`src/rtl/seq_div_pkg.sv`:
```
// Shared definitions for the seq_div restoring divider: default widths and FSM state encoding.
package seq_div_pkg;

    localparam int DW_DEF = 10;
    localparam int VW_DEF = 5;

    localparam logic [1:0] ST_IDLE  = 2'd0;
    localparam logic [1:0] ST_RUN   = 2'd1;
    localparam logic [1:0] ST_ROUND = 2'd2;
    localparam logic [1:0] ST_DONE  = 2'd3;

    typedef enum logic [1:0] {
        IDLE  = ST_IDLE,
        RUN   = ST_RUN,
        ROUND = ST_ROUND,
        DONE  = ST_DONE
    } state_t;

endpackage

```
`src/rtl/seq_div_step.sv`:
```
// One restoring division step: shift in the next dividend bit, subtract the divisor if it fits.
module div_step #(
    parameter int VW = 5
) (
    input  logic [VW:0]   partial,
    input  logic          bit_in,
    input  logic [VW-1:0] divisor,
    output logic [VW:0]   partial_next,
    output logic          q_bit
);

    logic [VW+1:0] shifted;
    logic [VW:0]   diff;

    always_comb begin
        shifted      = {partial, bit_in};
        q_bit        = (shifted >= {2'b00, divisor});
        diff         = shifted[VW:0] - {1'b0, divisor};
        partial_next = q_bit ? diff : shifted[VW:0];
    end

endmodule

```
`src/rtl/seq_div.sv`:
```
// Iterative restoring divider, one quotient bit per clock with start/busy/done handshake.
// Define SEQ_DIV_ROUND_EN to add a round-to-nearest cycle (saturating) after the iterations.
module seq_div
    import seq_div_pkg::*;
#(
    parameter int DW = DW_DEF,
    parameter int VW = VW_DEF
) (
    input  logic          clk,
    input  logic          rst,
    input  logic          start,
    input  logic [DW-1:0] dividend,
    input  logic [VW-1:0] divisor,
    output logic          busy,
    output logic          done,
    output logic [DW-1:0] quotient,
    output logic [VW-1:0] remainder,
    output logic          div_by_zero
);

    localparam int CW = $clog2(DW + 1);

    state_t        state;
    logic [DW-1:0] dividend_sr;
    logic [VW-1:0] divisor_r;
    logic [VW:0]   partial;
    logic [VW:0]   partial_next;
    logic          q_bit;
    logic [CW-1:0] count;
    logic [DW-1:0] sr_next;
    logic          last_iter;

    div_step #(.VW(VW)) u_step (
        .partial      (partial),
        .bit_in       (dividend_sr[DW-1]),
        .divisor      (divisor_r),
        .partial_next (partial_next),
        .q_bit        (q_bit)
    );

    // Dividend bits leave at the top while quotient bits enter at the bottom.
    assign sr_next   = {dividend_sr[DW-2:0], q_bit};
    assign last_iter = (count == CW'(1));

`ifdef SEQ_DIV_ROUND_EN
    logic round_up;
    assign round_up = ({partial[VW-1:0], 1'b0} >= {1'b0, divisor_r});
`endif

    always_ff @(posedge clk or posedge rst) begin
        if (rst) begin
            state       <= IDLE;
            dividend_sr <= '0;
            divisor_r   <= '0;
            partial     <= '0;
            count       <= '0;
            busy        <= 1'b0;
            done        <= 1'b0;
            quotient    <= '0;
            remainder   <= '0;
            div_by_zero <= 1'b0;
        end else begin
            done <= 1'b0;
            case (state)
                IDLE, DONE: begin
                    if (start) begin
                        if (divisor == '0) begin
                            state       <= DONE;
                            done        <= 1'b1;
                            quotient    <= '1;
                            remainder   <= '0;
                            div_by_zero <= 1'b1;
                        end else begin
                            state       <= RUN;
                            busy        <= 1'b1;
                            dividend_sr <= dividend;
                            divisor_r   <= divisor;
                            partial     <= '0;
                            count       <= CW'(DW);
                            div_by_zero <= 1'b0;
                        end
                    end else begin
                        state <= IDLE;
                    end
                end
                RUN: begin
                    dividend_sr <= sr_next;
                    partial     <= partial_next;
                    count       <= count - CW'(1);
                    if (last_iter) begin
`ifdef SEQ_DIV_ROUND_EN
                        state <= ROUND;
`else
                        state     <= DONE;
                        busy      <= 1'b0;
                        done      <= 1'b1;
                        quotient  <= sr_next;
                        remainder <= partial_next[VW-1:0];
`endif
                    end
                end
`ifdef SEQ_DIV_ROUND_EN
                ROUND: begin
                    state     <= DONE;
                    busy      <= 1'b0;
                    done      <= 1'b1;
                    remainder <= partial[VW-1:0];
                    // Saturate instead of wrapping an all-ones quotient to zero.
                    if (round_up && !(&dividend_sr))
                        quotient <= dividend_sr + DW'(1);
                    else
                        quotient <= dividend_sr;
                end
`endif
                default: begin
                    state <= IDLE;
                    busy  <= 1'b0;
                end
            endcase
        end
    end

endmodule

```
`config.mk`:
```
export PLATFORM = sky130hd
export DESIGN_NAME = seq_div
export DESIGN_NICKNAME = d
export VERILOG_FILES = /design/src/rtl/seq_div_pkg.sv /design/src/rtl/seq_div_step.sv /design/src/rtl/seq_div.sv
export SDC_FILE = /design/constraint.sdc
export NUM_CORES = 1
export LEC_CHECK = 0
export BUFFER_PORTS_ARGS = -buffer_cell sky130_fd_sc_hd__clkbuf_2
export CORE_UTILIZATION = 30
export CTS_CLUSTER_DIAMETER = 150
export DETAILED_ROUTE_END_ITERATION = 16
export SETUP_SLACK_MARGIN = 0.1
export SYNTH_ARGS = -nofsm -noshare
export SYNTH_HDL_FRONTEND = slang
export SYNTH_SLANG_ARGS = --single-unit
```
`constraint.sdc`:
```
create_clock -name clk -period 1.72 [get_ports clk]
set_input_delay 0.172 -clock clk [delete_from_list [all_inputs] [get_ports clk]]
set_output_delay 0.172 -clock clk [all_outputs]
set_load 0.02 [all_outputs]
```
==> results of run 1 <==
[worst max-delay path, delay by kind of cell, from the launching register on]
| family | cells | cell delay [ns] |
|---|---|---|
| compound gates | 4 | 0.64 |
| fa+ha+maj | 1 | 0.21 |
| buf+inv | 1 | 0.08 |
| flops | 1 | 0.38 |
| mux | 1 | 0.35 |
[repair_timing]
item	CTS	global route
setup buffers	7	5
gates cloned	1	2
setup endpoints to repair	37	39
pin swaps	5	4
endpoints found under the hold margin	22	0
hold buffers	1	0
resized for setup	12	42
[registers in the layout, indices dropped and copies added, names as in the netlist, 2 cells and up]
register / flops
dividend_sr: 10
quotient: 10
partial: 6
divisor_r: 5
remainder: 5
count: 4
state: 2
[worst min path at each step]
stage                    start  slack (ns)  cells after the start           end
finish              divisor[4]        0.10                      3  divisor_r[4]
global route        divisor[4]        0.12                      3  divisor_r[4]
CTS                 divisor[4]        0.10                      3  divisor_r[4]
detailed placement         rst        0.23                      2  remainder[0]
global placement           rst        0.23                      2  remainder[1]
floorplan           divisor[1]        0.29                      2  divisor_r[1]
[cell type report]
class                      instances  area, µm²
clock buffer                       6      72.57
timing repair buffer              77      585.6
inverter                          27      103.9
multi-input combinational        154       1301
tap                               99      123.9
clock inverter                     2      15.01
fill                             718       4041
sequential                        45       1126
[power by group]
group / switching (mW) / leakage (nW) / internal [mW] / total (mW)
registers: 0.350 / 0.542 / 1.52 / 1.87
clock network: 0.366 / 0.0374 / 0.287 / 0.653
logic: 2.38 / 0.897 / 2.34 / 4.72
total: 3.09 / 1.48 / 4.15 / 7.24
[per-layer routing]
layer / vias up / track usage [%] / share of wire [%]
met4: 0 / 5.108 / 2.1
met2: 30 / 21.60 / 51
met5: - / 0 / 0
li1: 943 / - / -
met1: 937 / 17.00 / 44
met3: 10 / 3.215 / 2.8
[per-stage QoR]
step	area, µm²	total power, mW	cells	setup TNS (ns)	hold slack, ns
final	3328	7.244	410	-0.001618	0.1029
after global routing	3328	7.815	410	-0.8392	0.1173
after CTS	3083	6.537	403	-0.01105	0.1044
after detailed placement	2892	5.597	386	-0.1502	0.2315
after global placement	2892	5.543	386	-0.01227	0.2282
after floorplan	2429	4.539	234	0	0.2888
[layout by cell type (no fill, tap or decap), types with 4 or more instances in the layout]
cell      synthesis  layout
buf_4             3      33
inv_1            27      21
xor2_1            4       4
a21oi_2           3      14
buf_12            0       4
inv_2             0       5
a21oi_1          17       6
o21ai_1           7      13
nor2_4            0       9
o22ai_1           4       4
nand2_1          23      21
clkbuf_2          0      35
o21ai_0          23      17
dfrtp_1          45      45
a31oi_1           4       4
mux2i_1          13      12
clkbuf_8          0       5
ha_4              0       6
nor2_1           22      11
[cell families after synthesis]
family	count (synthesis)	share of synthesized area (%)
AOI/OAI and AO/OA	69	19.02
and+or+nand+nor	53	10.54
DFF	45	48.62
buffers and inverters	36	6.807
muxes	16	7.401
adders and majority gates	10	5.727
xor gates and xnor gates	5	1.891
==> metrics, run 1 <==
All-Layer GR Usage=13.26%; initial antenna violation count=0; RSZ-0062 raised after global routing=yes; Synth top cells by count=dfrtp_1 (45), inv_1 (27), nand2_1 (23), o21ai_0 (23), nor2_1 (22); area leader, netlist=dfrtp_1; initial core utilization=between 30% and 40%; Final HPWL DP=3692 µm; Finished Core Util=a little under half; pre-CTS setup slack=-0.04879 ns; vias=~1900; first-pass GRT wire length=8576 µm; share of cells above drive strength 1=between 40% and 50%; Critical Path RT=between 1.5 and 2 ns; Hold Vio Cnt, Final=0; die area=between 8000 and 9000 µm²; final setup fails=1; worst hold path class=in2reg; post-synth cell types=38; largest net degree at the start of global routing=24; DRT iter0 DRCs=between 70 and 80; Die Y=approximately 90 µm; critical-path maximum fanout=6; fmax=580.8 MHz; Worst slew margin=roughly 65%; Via-to-Cell Ratio=around 4.7; Startpoint Class=register; Slew Limit Fails=0; CP endpoint=partial[2]; gpl congestion=slightly below 0.8; # IOs=36; failing checks=setup timing; ranking of synthesized cells by area=dfrtp_1 (49%), mux2i_1 (5.6%), o21ai_0 (5.0%); Synth Net Count=between 200 and 300; most common cell in the netlist=dfrtp_1; kind of critical path=reg2reg; Tmin final=about 1.7 ns; r2r setup slk=-0.002 ns; worst reg2reg path startpoint=divisor_r[3]; clock skew=~0.0077 ns; final setup slack of the worst path=-0.001618 ns; Syn-to-layout area delta=43.71%; Syn Inst Count=234; Die Wd=between 80 and 90 µm; DRT Pass-1 Iters=4; clk sinks=between 40 and 50; Worst R2R End=partial[2]; Remaining DRCs=0; clk slew on worst S/H paths=roughly 0.08 ns; sequential share of the synthesized area=around 49%; Core Rows=31; core footprint=7370 µm²; PD cells=about 2200 nW/µm²; worst vdd ir=just under 0.0007 V; worst skew pair latency=roughly 0.30 ns; syn_area_per_cell=roughly 9.9 µm²; total global routing overflow=0; CTS Buf Count=5; Seq cells post-synth=45; diode count=0; Final period util=100.1%; top-area cell type share of the netlist area=about half; Clk Tree Root Cell=clkbuf_8; Worst Setup SP=divisor_r[3]; synthesized area=between 2000 and 2500 µm²; H-tree Lvls=2; CTS tree=yes; Port Buffers=35; total of warnings raised by yosys=0; Slew @ Worst Pin=around 0.53 ns; CP arrival=between 1.5 and 2 ns; crit-path cells=inv_2 -> ha_4 -> a21o_1 -> a21oi_4 -> o211ai_4 -> mux2_4 -> a21oi_2; nature of the critical path endpoint=register; number of flops mapped to enable cells by yosys=0; Synth Flop Type=dfrtp_1; routed len/inst=approximately 13 µm; Worst R2R Path Depth=7; delay of the slowest cell on the worst path=roughly 0.38 ns; critical path's slowest cell=dfrtp_1; max-cap violation count=0; outcome=complete, but fails checks; vias in the first global route=between 1500 and 2000; Antenna Nets Post-Route=0; wirelength, routed=5394 µm; clk buf depth=2; fraction of registers with async set/reset=between 90% and 100%; Final #Nets=around 340; Pleak=between 1 and 1.5 nW
No activity file was read; power rests on OpenSTA's default activity.
==> inputs of run 2 (changes only) <==
MAX_ROUTING_LAYER = met4   (was not set)
==> metrics, run 2 (same netlist as run 1, synthesis figures left out) <==
Comb pwr share=64.9% (-0.2 points); worst hold start=divisor[2]; Die Y=89.86 µm (unchanged); max-cap violation count=0 (unchanged); critical-path maximum fanout=5 (-1); Final HPWL DP=3692 µm (unchanged); Worst R2R Path Depth=6 (-1); most frequent cells in the layout=dfrtp_1 (45), clkbuf_2 (35), buf_4 (33); initial core utilization=31.43% (unchanged); # IOs=36 (unchanged); nature of the critical path endpoint=register; die area=8075 µm² (unchanged); Hold Vio Cnt, Final=0 (unchanged); hold depth=3 (unchanged); vias in the first global route=1857 (-0.11%); Final period util=100.0% (about the same); Startpoint Class=register; Antenna Nets Post-Route=0 (unchanged); Sw Ratio=42.93% (+0.21 points); commonest non-fill, non-tap cell in the layout=dfrtp_1; Port Buffers=35 (unchanged); Min-Delay Endpoint=divisor_r[2]; failing checks=setup timing; first-pass GRT wire length=8597 µm (+0.24%); Slew Limit Fails=0 (unchanged); wirelength, routed=5418 µm (+0.44%); final setup slack of the worst path=-0.0005980 ns (+0.001020 ns); clk slew on worst S/H paths=0.08 ns (about the same); Pleak=1.471 nW (-0.40%); kind of critical path=reg2reg; All-Layer GR Usage=13.70% (+0.44 points); Final #Nets=337 (-0.30%); worst reg2reg path startpoint=state[0]; routed len/inst=13.25 µm (+0.69%); clk sinks=45 (unchanged); Remaining DRCs=0 (unchanged); pre-CTS setup slack=-0.04879 ns (unchanged); outcome=complete, but fails checks; vias=1917 (-0.16%); Worst R2R End=partial[5]; worst hold path class=in2reg; gpl congestion=0.7942 (+1.4%); core footprint=7370 µm² (unchanged); WHS=0.1062 ns (+0.003279 ns); DRT Pass-1 Iters=4 (unchanged); Tmin final=1.721 ns (-0.001020 ns); clk buf depth=2 (unchanged); worst vdd ir=0.0006712 V (-0.22%); final setup TNS=-0.0005980 ns (+0.001020 ns); final setup fails=1 (unchanged); Core Rows=31 (unchanged); biggest regs=dividend_sr: 10 flops, quotient: 10 flops, partial: 6 flops; Via-to-Cell Ratio=4.687 (about the same); Critical Path RT=1.90 ns (-0.05 ns); r2r setup slk=-0.0006 ns (about the same); initial antenna violation count=0 (unchanged); net load switching power=3.099 mW (+0.14%); Clk Tree Root Cell=clkbuf_8; Int Power=4.120 mW (-0.72%); total global routing overflow=0 (unchanged); Clk pwr share=9.1% (about the same); fin cells=409 (-0.24%); diode count=0 (unchanged); DRT iter0 DRCs=57 (-28%); RSZ-0062 raised after global routing=yes; DP Cell Count=386 (unchanged); Syn-to-layout area delta=43.11%; fmax=581.2 MHz (about the same); CTS Buf Count=5 (unchanged); share of cells above drive strength 1=45.16% (-0.50 points); CP arrival=1.90 ns (-0.05 ns); PD cells=2178 nW/µm² (about the same); Flop pwr share=26.0% (about the same); clock skew=0.008115 ns (+0.0004242 ns); largest net degree at the start of global routing=24 (unchanged); H-tree Lvls=2 (unchanged); Slew @ Worst Pin=0.5418 ns (+0.01119 ns); worst skew pair latency=0.30 ns (about the same); Worst slew margin=63.83% (-0.75 points); Die Wd=89.86 µm (unchanged); CTS tree=yes
## run 2: metrics by stage
step | power (mW) | cell area (µm²) | utilization (%)
floorplan | 4.539 | 2429 | -
global placement | 5.543 | 2892 | 39.24
detailed placement | 5.597 | 2892 | 39.24
CTS | 6.537 | 3083 | 41.83
global route | 7.781 | 3314 | 44.97
finish | 7.219 | 3314 | 44.97
## run 2: power by group through the flow
stage,logic [mW],clock network [mW],registers [mW]
floorplan,2.55,0,1.99
global placement,3.71,0,1.83
detailed placement,3.76,0,1.84
CTS,4.03,0.683,1.83
global route,5.13,0.722,1.93
finish,4.69,0.660,1.87
## run 2: area by class of cell
type / count / area [µm²]
clock buffer: 6 / 72.57
clock inverter: 2 / 15.01
fill: 722 / 4055
inverter: 27 / 103.9
multi-input combinational: 154 / 1299
sequential: 45 / 1126
tap: 99 / 123.9
timing repair buffer: 76 / 574.3
## run 2: worst max path at each step
stage / from / to / slack, ns
2_1_floorplan: divisor_r[0] / partial[2] / 0.09
3_5_place_dp: state[0] / dividend_sr[0] / -0.05
5_1_grt: divisor_r[3] / partial[2] / -0.08
6_report: state[0] / partial[5] / -0.0006
3_3_place_gp: divisor_r[0] / partial[2] / -0.006
4_1_cts: divisor_r[3] / partial[2] / -0.01
## run 2: routing by layer
metal | part of all wire [%] | track usage (%) | up-vias
met3 | 2.6 | 3.046 | 11
met2 | 49 | 21.47 | 26
met4 | 2.2 | 5.108 | 0
met5 | 0 | - | -
li1 | - | - | 944
met1 | 46 | 17.37 | 936
## run 2: critical path, cell delays in order (launching register included)
cell and delay [ns]:
dfrtp_1 0.40, inv_2 0.08, ha_4 0.22, mux2i_4 0.21, a31oi_4 0.23, a21oi_1 0.10
o41ai_1 0.36
## run 2: what timing repair did
action,CTS,global route
hold endpoints to repair,22,0
buffers inserted,7,4
hold buffers,1,0
endpoints found under the setup margin,37,39
gates resized for setup,12,40
gates cloned,1,2
pin swaps,5,5
